`config.mk`:
```
export PLATFORM = sky130hd
export DESIGN_NAME = mem_request_port
export DESIGN_NICKNAME = d
export VERILOG_FILES = /design/src/rtl/mem_request_port.sv
export SDC_FILE = /design/constraint.sdc
export NUM_CORES = 1
export LEC_CHECK = 0
export CAP_MARGIN = 20
export CORE_ASPECT_RATIO = 0.8
export CORE_MARGIN = 3
export CORE_UTILIZATION = 58
export DETAILED_ROUTE_END_ITERATION = 8
export DONT_BUFFER_PORTS = 1
export PLACE_DENSITY = 0.82
export SYNTH_ARGS = -nofsm -noshare
export SYNTH_HDL_FRONTEND = slang
export SYNTH_SLANG_ARGS = --single-unit
```
`constraint.sdc`:
```
create_clock -name clk_i -period 6.6 [get_ports clk_i]
set_input_delay 0.99 -clock clk_i [delete_from_list [all_inputs] [get_ports clk_i]]
set_output_delay 0.99 -clock clk_i [all_outputs]
set_load 0.01 [all_outputs]
```
`src/rtl/mem_request_port.sv`:
```
// Request-side front end for interleaved_memory: decodes load/store funct3, range-checks the
// access, drives the memory for one cycle and returns results through an in-order response FIFO.
module mem_request_port #(
    parameter int MEMORY_DEPTH_BYTES = 1024,
    parameter int RSP_DEPTH          = 4
) (
    input  logic                                  clk_i,
    input  logic                                  rst_i,
    input  logic                                  req_valid_i,
    output logic                                  req_ready_o,
    input  logic [$clog2(MEMORY_DEPTH_BYTES)-1:0] req_addr_i,
    input  logic                                  req_we_i,
    input  logic [2:0]                            req_funct3_i,
    input  logic [31:0]                           req_wdata_i,
    output logic                                  rsp_valid_o,
    input  logic                                  rsp_ready_i,
    output logic [31:0]                           rsp_rdata_o,
    output logic [1:0]                            rsp_err_o,
    output logic [1:0]                            mem_width_o,
    output logic                                  mem_sign_extend_o,
    output logic [$clog2(MEMORY_DEPTH_BYTES)-1:0] mem_addr_o,
    output logic [31:0]                           mem_data_o,
    output logic                                  mem_write_enable_o,
    input  logic [31:0]                           mem_data_i
);
    localparam int AddrWidth = $clog2(MEMORY_DEPTH_BYTES);
    localparam int PtrWidth  = (RSP_DEPTH > 1) ? $clog2(RSP_DEPTH) : 1;
    localparam int CntWidth  = $clog2(RSP_DEPTH + 1);

    localparam logic [1:0] WIDTH_BYTE = 2'd0;
    localparam logic [1:0] WIDTH_HALF = 2'd1;
    localparam logic [1:0] WIDTH_WORD = 2'd2;

    localparam logic [1:0] ERR_NONE   = 2'b00;
    localparam logic [1:0] ERR_FUNCT3 = 2'b01;
    localparam logic [1:0] ERR_RANGE  = 2'b10;

    function automatic logic [PtrWidth-1:0] next_ptr(input logic [PtrWidth-1:0] ptr);
        if (ptr == PtrWidth'(RSP_DEPTH - 1)) begin
            return '0;
        end
        return ptr + PtrWidth'(1);
    endfunction

    logic [1:0]           dec_width;
    logic                 dec_sign;
    logic                 dec_legal;
    logic [2:0]           dec_bytes;
    logic [AddrWidth:0]   end_addr;
    logic                 range_err;
    logic [1:0]           req_err;
    logic                 accept;

    always_comb begin
        dec_width = WIDTH_WORD;
        dec_sign  = 1'b0;
        dec_legal = 1'b0;
        dec_bytes = 3'd4;
        case (req_funct3_i)
            3'b000: begin
                dec_width = WIDTH_BYTE;
                dec_bytes = 3'd1;
                dec_sign  = !req_we_i;
                dec_legal = 1'b1;
            end
            3'b001: begin
                dec_width = WIDTH_HALF;
                dec_bytes = 3'd2;
                dec_sign  = !req_we_i;
                dec_legal = 1'b1;
            end
            3'b010: begin
                dec_width = WIDTH_WORD;
                dec_bytes = 3'd4;
                dec_legal = 1'b1;
            end
            3'b100: begin
                dec_width = WIDTH_BYTE;
                dec_bytes = 3'd1;
                dec_legal = !req_we_i;
            end
            3'b101: begin
                dec_width = WIDTH_HALF;
                dec_bytes = 3'd2;
                dec_legal = !req_we_i;
            end
            default: begin
                dec_legal = 1'b0;
            end
        endcase
    end

    // The extra top bit of end_addr catches accesses that would wrap past the last byte.
    assign end_addr  = {1'b0, req_addr_i} + (AddrWidth + 1)'(dec_bytes) - (AddrWidth + 1)'(1);
    assign range_err = end_addr[AddrWidth];
    assign req_err   = !dec_legal ? ERR_FUNCT3 : (range_err ? ERR_RANGE : ERR_NONE);

    logic                 inflight_vld_p1;
    logic                 inflight_load_p1;
    logic [1:0]           inflight_err_p1;
    logic [PtrWidth-1:0]  wr_ptr;
    logic [PtrWidth-1:0]  rd_ptr;
    logic [CntWidth-1:0]  count;
    logic [31:0]          fifo_rdata [RSP_DEPTH];
    logic [1:0]           fifo_err   [RSP_DEPTH];
    logic                 push;
    logic                 pop;
    logic [31:0]          push_rdata;

    assign req_ready_o = !rst_i &&
        (({1'b0, count} + (CntWidth + 1)'(inflight_vld_p1)) < (CntWidth + 1)'(RSP_DEPTH));
    assign accept      = req_valid_i & req_ready_o;

    assign mem_addr_o         = req_addr_i;
    assign mem_data_o         = req_wdata_i;
    assign mem_width_o        = dec_width;
    assign mem_sign_extend_o  = dec_sign;
    assign mem_write_enable_o = accept & req_we_i & (req_err == ERR_NONE);

    // Stage p0 -> p1: remember what the memory is serving this cycle.
    always_ff @(posedge clk_i) begin
        if (rst_i) begin
            inflight_vld_p1 <= 1'b0;
        end else begin
            inflight_vld_p1 <= accept;
        end
    end

    always_ff @(posedge clk_i) begin
        if (accept) begin
            inflight_load_p1 <= !req_we_i;
            inflight_err_p1  <= req_err;
        end
    end

    // Stage p1 -> FIFO: memory read data is valid now and is captured into the response queue.
    assign push       = inflight_vld_p1;
    assign push_rdata = (inflight_load_p1 && inflight_err_p1 == ERR_NONE) ? mem_data_i : 32'd0;
    assign pop        = rsp_valid_o & rsp_ready_i;

    always_ff @(posedge clk_i) begin
        if (push) begin
            fifo_rdata[wr_ptr] <= push_rdata;
            fifo_err[wr_ptr]   <= inflight_err_p1;
        end
    end

    always_ff @(posedge clk_i) begin
        if (rst_i) begin
            wr_ptr <= '0;
            rd_ptr <= '0;
            count  <= '0;
        end else begin
            if (push) begin
                wr_ptr <= next_ptr(wr_ptr);
            end
            if (pop) begin
                rd_ptr <= next_ptr(rd_ptr);
            end
            case ({push, pop})
                2'b10:   count <= count + CntWidth'(1);
                2'b01:   count <= count - CntWidth'(1);
                default: count <= count;
            endcase
        end
    end

    assign rsp_valid_o = !rst_i && (count != '0);
    assign rsp_rdata_o = rsp_valid_o ? fifo_rdata[rd_ptr] : 32'd0;
    assign rsp_err_o   = rsp_valid_o ? fifo_err[rd_ptr] : 2'b00;

endmodule

```
# Yosys cells after proc, flatten, opt, wreduce, memory -nomap -nowiden
# Memories as Yosys holds them, arrays and structs flattened. A register that Yosys moved wholly into a read port is not among the register bits.
# Index checks and enable logic that the tools add are counted.
# op_classes
n_reduce_logical	15
bitwise	4
add_sub_neg	7
eq_ne	8
mux	26
magnitude_cmp	1
# ops
cell	count
two-way mux 32 bit	2
two-way mux 2 bit	11
one-hot mux 3 bit (2 select lines)	2
adder 10 x 3 -> 11 bit	1
subtractor 11 x 1 -> 11 bit (second input constant)	1
two-way mux 1 bit	9
OR reduction 2 bit	4
== test 2 bit (second input constant)	3
== test 3 bit (second input constant)	2
adder 2 x 1 -> 2 bit (second input constant)	2
adder 3 x 1 -> 4 bit	1
bitwise AND 1 bit	4
zero test 2 bit	2
less-than comparator 4 x 3 -> 1 bit (second input constant)	1
one-hot mux 2 bit (2 select lines)	1
adder 3 x 1 -> 3 bit (second input constant)	1
== test 3 x 1 -> 1 bit (second input constant)	1
== test 3 x 2 -> 1 bit (second input constant)	1
logical AND 1 bit	3
zero test 3 bit	1
nonzero test 3 bit	1
OR reduction 3 bit	1
subtractor 3 x 1 -> 3 bit (second input constant)	1
== test 2 x 1 -> 1 bit (second input constant)	1
3 further kinds	4
# totals
mem_count	2
reg_bits	11
word_cells	69
ram_bits	136
# mem_list
memory	words	width	read_ports	rd_ports_with_merged_regs	wr	line_no	text
fifo_rdata	4	32	1	1	1	104	logic [31:0] fifo_rdata [RSP_DEPTH];
fifo_err	4	2	1	1	1	105	logic [1:0] fifo_err [RSP_DEPTH];

# Logic depth before layout (Yosys ltp)
# depth
depth_word	9
mapped_depth	10
ltp_nobuf	10

# Worst setup path after synthesis
# No wires, ideal clock.
# synth_path
kind	input port to output port
startpoint	in req_funct3_i[1]
endpoint	out mem_write_enable_o
stages	9
arrival_ns	2.545
path_slack_ns	3.065
cell_sequence	inv_1 > ha_1 > inv_1 > ha_1 > a211oi_2 > nor2_1 > o31a_1 > or3_1 > and4_1
# synth_between
elab_chain_cells	9
word_cells_on_any_way	17
cone_classes	2 x add/sub; 4 x eq/ne; 4 x mux; 1 x bitwise; 6 x reduce/logical
# synth_lines
element	line_no	text
from (decl)	13	input logic [2:0] req_funct3_i,
== test 3 bit, or another cell as far along	59	case (req_funct3_i)
OR reduction 2 bit (no source line)	--	
one-hot mux 3 bit (2 select lines)	59	
adder 10 x 3 -> 11 bit	94	assign end_addr = {1'b0, req_addr_i} + (AddrWidth + 1)'(dec_bytes) - (AddrWidth + 1)'(1);
subtractor 11 x 1 -> 11 bit	94	
two-way mux 2 bit	96	assign req_err = !dec_legal ? ERR_FUNCT3 : (range_err ? ERR_RANGE : ERR_NONE);
two-way mux 2 bit (*)	96	
zero test 2 bit (*)	118	assign mem_write_enable_o = accept & req_we_i & (req_err == ERR_NONE);
bitwise AND 1 bit (*)	118	
to (decl)	23	output logic mem_write_enable_o,
# Every way passes the cells marked *; elsewhere a longest branch is shown, timed or not.

# Final worst setup path
# Ends and elaborated chain as after synthesis.

==> results.md <==
- The later pin in the worst-skew pair is clocked with a latency of approximately 0.4 ns.
- Along the worst hold path, the cell count comes to 2.
- Counting every net in the synthesized netlist gives 498.
- The initial antenna violation count is 3.
- The clock transition at the register clock pins on the worst setup and hold paths after CTS is 0.06 ns.
- By area the synthesized netlist is led by edfxtp_1 (64%), mux4_2 (12%), and2_1 (6.9%), buf_4 (5.2%), dfxtp_1 (3.1%).
- The maximum net fanout on the critical path is 6.
- In the post-route analysis, the smallest setup slack over all paths is 2.96 ns.
- The total wirelength of the detailed-routed design is ~11 mm.
- The detailed-route wire length per cell is approximately 22 µm.
- The area inside the core boundary is 10,900 µm².
- The data required time of the worst path is 5.61 ns.
- The worst setup path is launched from a primary input.
- The pre-antenna-repair detailed-routing pass consisted of 4 iterations.
- In this run the critical register-to-register path is launched from count[0].
- The tool flagged a number of max-cap violations equal to 0.
- Dividing the detail-routed via count by the number of cells gives 5.92.
- Entering global routing, the biggest net connects 35 pins.
- The pre-CTS worst setup slack is 2.96 ns.
- In the final layout, the multi-input gates occupy about 1700 µm².
- Hold repair after CTS inserted 0 buffers.
- The number of I/O pins is between 150 and 200.
- The average footprint of a synthesized cell is 16.4 µm².
- The buffers plus inverters on the worst setup path is 2.
- The capture instance of the worst register-to-register path is count[2].
- Summed over all cells, the static leakage comes to 2.38 nW.
- Setup total negative slack on the finished layout was measured at 0 ns.
- The total of warnings raised by yosys is 0.
- The number of hold-slack violations in the final timing report came to 0.
- The number of cell rows is 34.
- TritonCTS created 17 clock buffers.
- The number of pins exceeding their max-slew limit in the final report came to 0.
- The critical path runs through a total of 9 cells.
- For this design, the slowest cell found on the critical path is or3_1.
- The wire length of the first global-routing pass is ~18 mm.
- TritonCTS built the clock tree.
- Relative to the synthesized area, the layout overhead comes to 6.17%.
- The worst min-delay path class is flip-flop to flip-flop.
- The half-perimeter wire length after detailed placement is 6.73 mm.
- The synthesized netlist occupies a cell area of 6550 µm².
- In this run the number of H-tree levels came out at 4.
- For this block, the initial DRC count from the detailed router was 214.
- The destination of the critical timing path is mem_write_enable_o.
- The sequential fraction of the synthesis area is 66.8%.
- The DRC violation count after routing is 0.
- The congestion estimate from routability-driven global placement came to 0.753.
- The number of global-route vias before repair is 3,304.
- The kind of capture point of the worst setup path is an output port.
- Across the VDD grid, the largest voltage drop is approximately 190 µV.
- In this run, distinct cell masters in the synthesized netlist total 30.
- The floorplan step defined a die boundary enclosing 12,600 µm².
- For flop-to-flop paths, the worst setup slack is 3.72 ns.
- The share of Yosys cell area claimed by the top area cell type is ~64%.
- Measured along the y axis, the die boundary spans 101 µm.
- The final-report setup violation count is 0.
- For the worst setup path, the data arrival time is 2.65 ns.
- The count of input and output buffers is 0.
- The largest stage delay on the critical path is 0.33 ns.
- The fill cell total of the finished layout is 729.
- Grouping stages by cell kind, the critical path spends the most delay in simple AND/OR/NAND/NOR gates.
- The initial core utilization is 59.9%.
- Dividing total power by cell area gives a power density of slightly above 300 nW/µm².
- The share of the cycle needed by the critical path after routing is about 55%.
- Traced cell by cell, the critical path runs through inv_1 > ha_1 > inv_1 > ha_1 > a211oi_2 > nor2_1 > o31a_1 > or3_1 > and4_1.
- The worst pin sits at a relative slew slack of 34.6%.
- Of the cells placed in the final design, the portion with a size suffix greater than 1 is 19.2%.
- The final worst clock skew is 0.00899 ns.
- The number of standard cells after synthesis is about 400.
- The run finished with clean final reports.
- Setup repair after global routing left no endpoint under its margin.
- The routed design could run at a clock period as short as 3.64 ns.
- Global routing used around a fifth of the available tracks across all layers.
- In this run, post-CTS repair resized a total of 0 instances.
- The type of the setup path with the least slack is primary input to output port.
- The floorplan step set the die width to 125 µm.
- In this run the deepest clock path goes through 2 buffers.
- The critical path launch point is req_funct3_i[1].
- For this run, the post-layout net count is 462.
- The tree is rooted in a clkbuf_16.
- The total setup buffers inserted after CTS is 0.
- The number of cells traversed by the worst register-to-register path is 11.
- The sequential cell area in the final layout is 4380 µm².
- The total overflow left after global routing is 0.
- The register bit count reported by yosys is 149.
- The highest clock frequency the design can meet is roughly 270 MHz.
- The TritonCTS sink count is ~150.
- The largest area contributor in the netlist is edfxtp_1.
- The number of routed nets with antenna violations is 0.
- The detailed router placed 3,077 vias in this run.
- For the pin with the worst max-slew slack, the measured transition is 0.982 ns.
-- logic make-up after synthesis --
kind of cell             after synthesis  synth area share, %
AO/OA/AOI/OAI                         17                 1.68
adder cells (fa/ha/maj)               17                 3.36
XOR/XNOR                               2                0.267
multiplexers                          35                 11.8
flip-flops                           149                 66.8
buffers and inverters                 80                 7.20
AND/OR/NAND/NOR                       99                 8.88
-- cell usage in the layout, fill, tap and decap left out, types with 2 or more instances in the layout --
cell type / n
edfxtp_1: 139
and2_1: 68
mux4_2: 34
inv_1: 22
clkbuf_16: 17
ha_1: 16
nor2_1: 9
dfxtp_1: 8
a21oi_1: 7
nand2_1: 5
nor3_1: 4
o21ai_0: 4
and2_2: 4
clkbuf_1: 4
bufinv_16: 3
buf_4: 3
or3_1: 2
nand3b_1: 2
xor2_1: 2
dfxtp_2: 2
clkinv_1: 2
clkinv_4: 2
clkinv_2: 2
-- worst min-delay path by stage --
stage / startpoint / to / slack (ns)
2_1_floorplan: rd_ptr[0] / flip-flop / 0.46
3_3_place_gp: count[2] / count[2] / 0.47
3_5_place_dp: rd_ptr[1] / flip-flop / 0.48
4_1_cts: rd_ptr[1] / flip-flop / 0.50
5_1_grt: rd_ptr[1] / rd_ptr[1] / 0.54
6_report: rd_ptr[1] / flip-flop / 0.49
-- synthesized netlist by cell type --
cell and number:
clkbuf_1 9, o21ba_2 1, nand3_1 1, or3_1 2, nand4_1 1, nand2_1 5
a311oi_1 1, edfxtp_1 139, buf_1 2, o31a_1 1, a211oi_2 1, inv_1 22
nand3b_1 2, mux4_2 34, fa_1 1, a21oi_1 7, o21ai_0 4, ha_1 16
xor2_1 2, nor3_1 4, buf_2 2, o31ai_1 1, nor3b_1 1, a211oi_1 1
and2_1 72, and4_1 1, nor2_1 10, buf_4 45, dfxtp_1 10, mux2i_1 1
-- routing by layer --
metal	track usage [%]	wire length (µm)	part of all wire, %	up-vias
li1	-	-	-	1366
met1	24.5	4650	41	1578
met2	31.0	5730	51	95
met3	6.99	649	5.8	34
met4	6.83	174	1.5	4
met5	0	27	0.24	-
-- report_power, final --
group          switching (W)  internal, W  total, W  leakage [nW]
Combinational      0.0000901    0.0000744  0.000165         0.725
Sequential         0.0000128      0.00105   0.00106          1.38
Clock               0.000340     0.000589  0.000929         0.276
Total               0.000443      0.00172   0.00216          2.38
-- registers in the layout, summed over array words and instances, names as in the netlist, named ones only --
name and count:
inflight_load_p1 1, inflight_vld_p1 1, fifo_err 8, rd_ptr 2, inflight_err_p1 2, wr_ptr 2, fifo_rdata 128, count 3
-- tightest hold or removal path, cell delays in order (launching register included) --
cell and delay [ns]:
dfxtp_1 0.31, nand3b_1 0.08, nand2_1 0.06
-- final cells by class --
class	instances	area share, %
Clock buffer	21	6.33
Sequential cell	149	62.9
Timing Repair Buffer	3	0.324
Multi-Input combinational cell	170	24.7
Inverter	22	1.19
Tap cell	144	2.59
Antenna cell	1	0.0360
Clock inverter	10	1.91
-- per-stage QoR --
stage	hold WS, ns	instances	instance area [µm²]	utilization (%)	total power (W)
global route	0.542	520	6960	63.6	0.00224
global placement	0.473	488	6380	58.4	0.00125
finish	0.493	520	6960	63.6	0.00216
floorplan	0.464	399	6550	-	0.00124
detailed placement	0.482	488	6380	58.4	0.00125
CTS	0.502	519	6950	63.6	0.00218
Power figures use the tool's default switching activity.
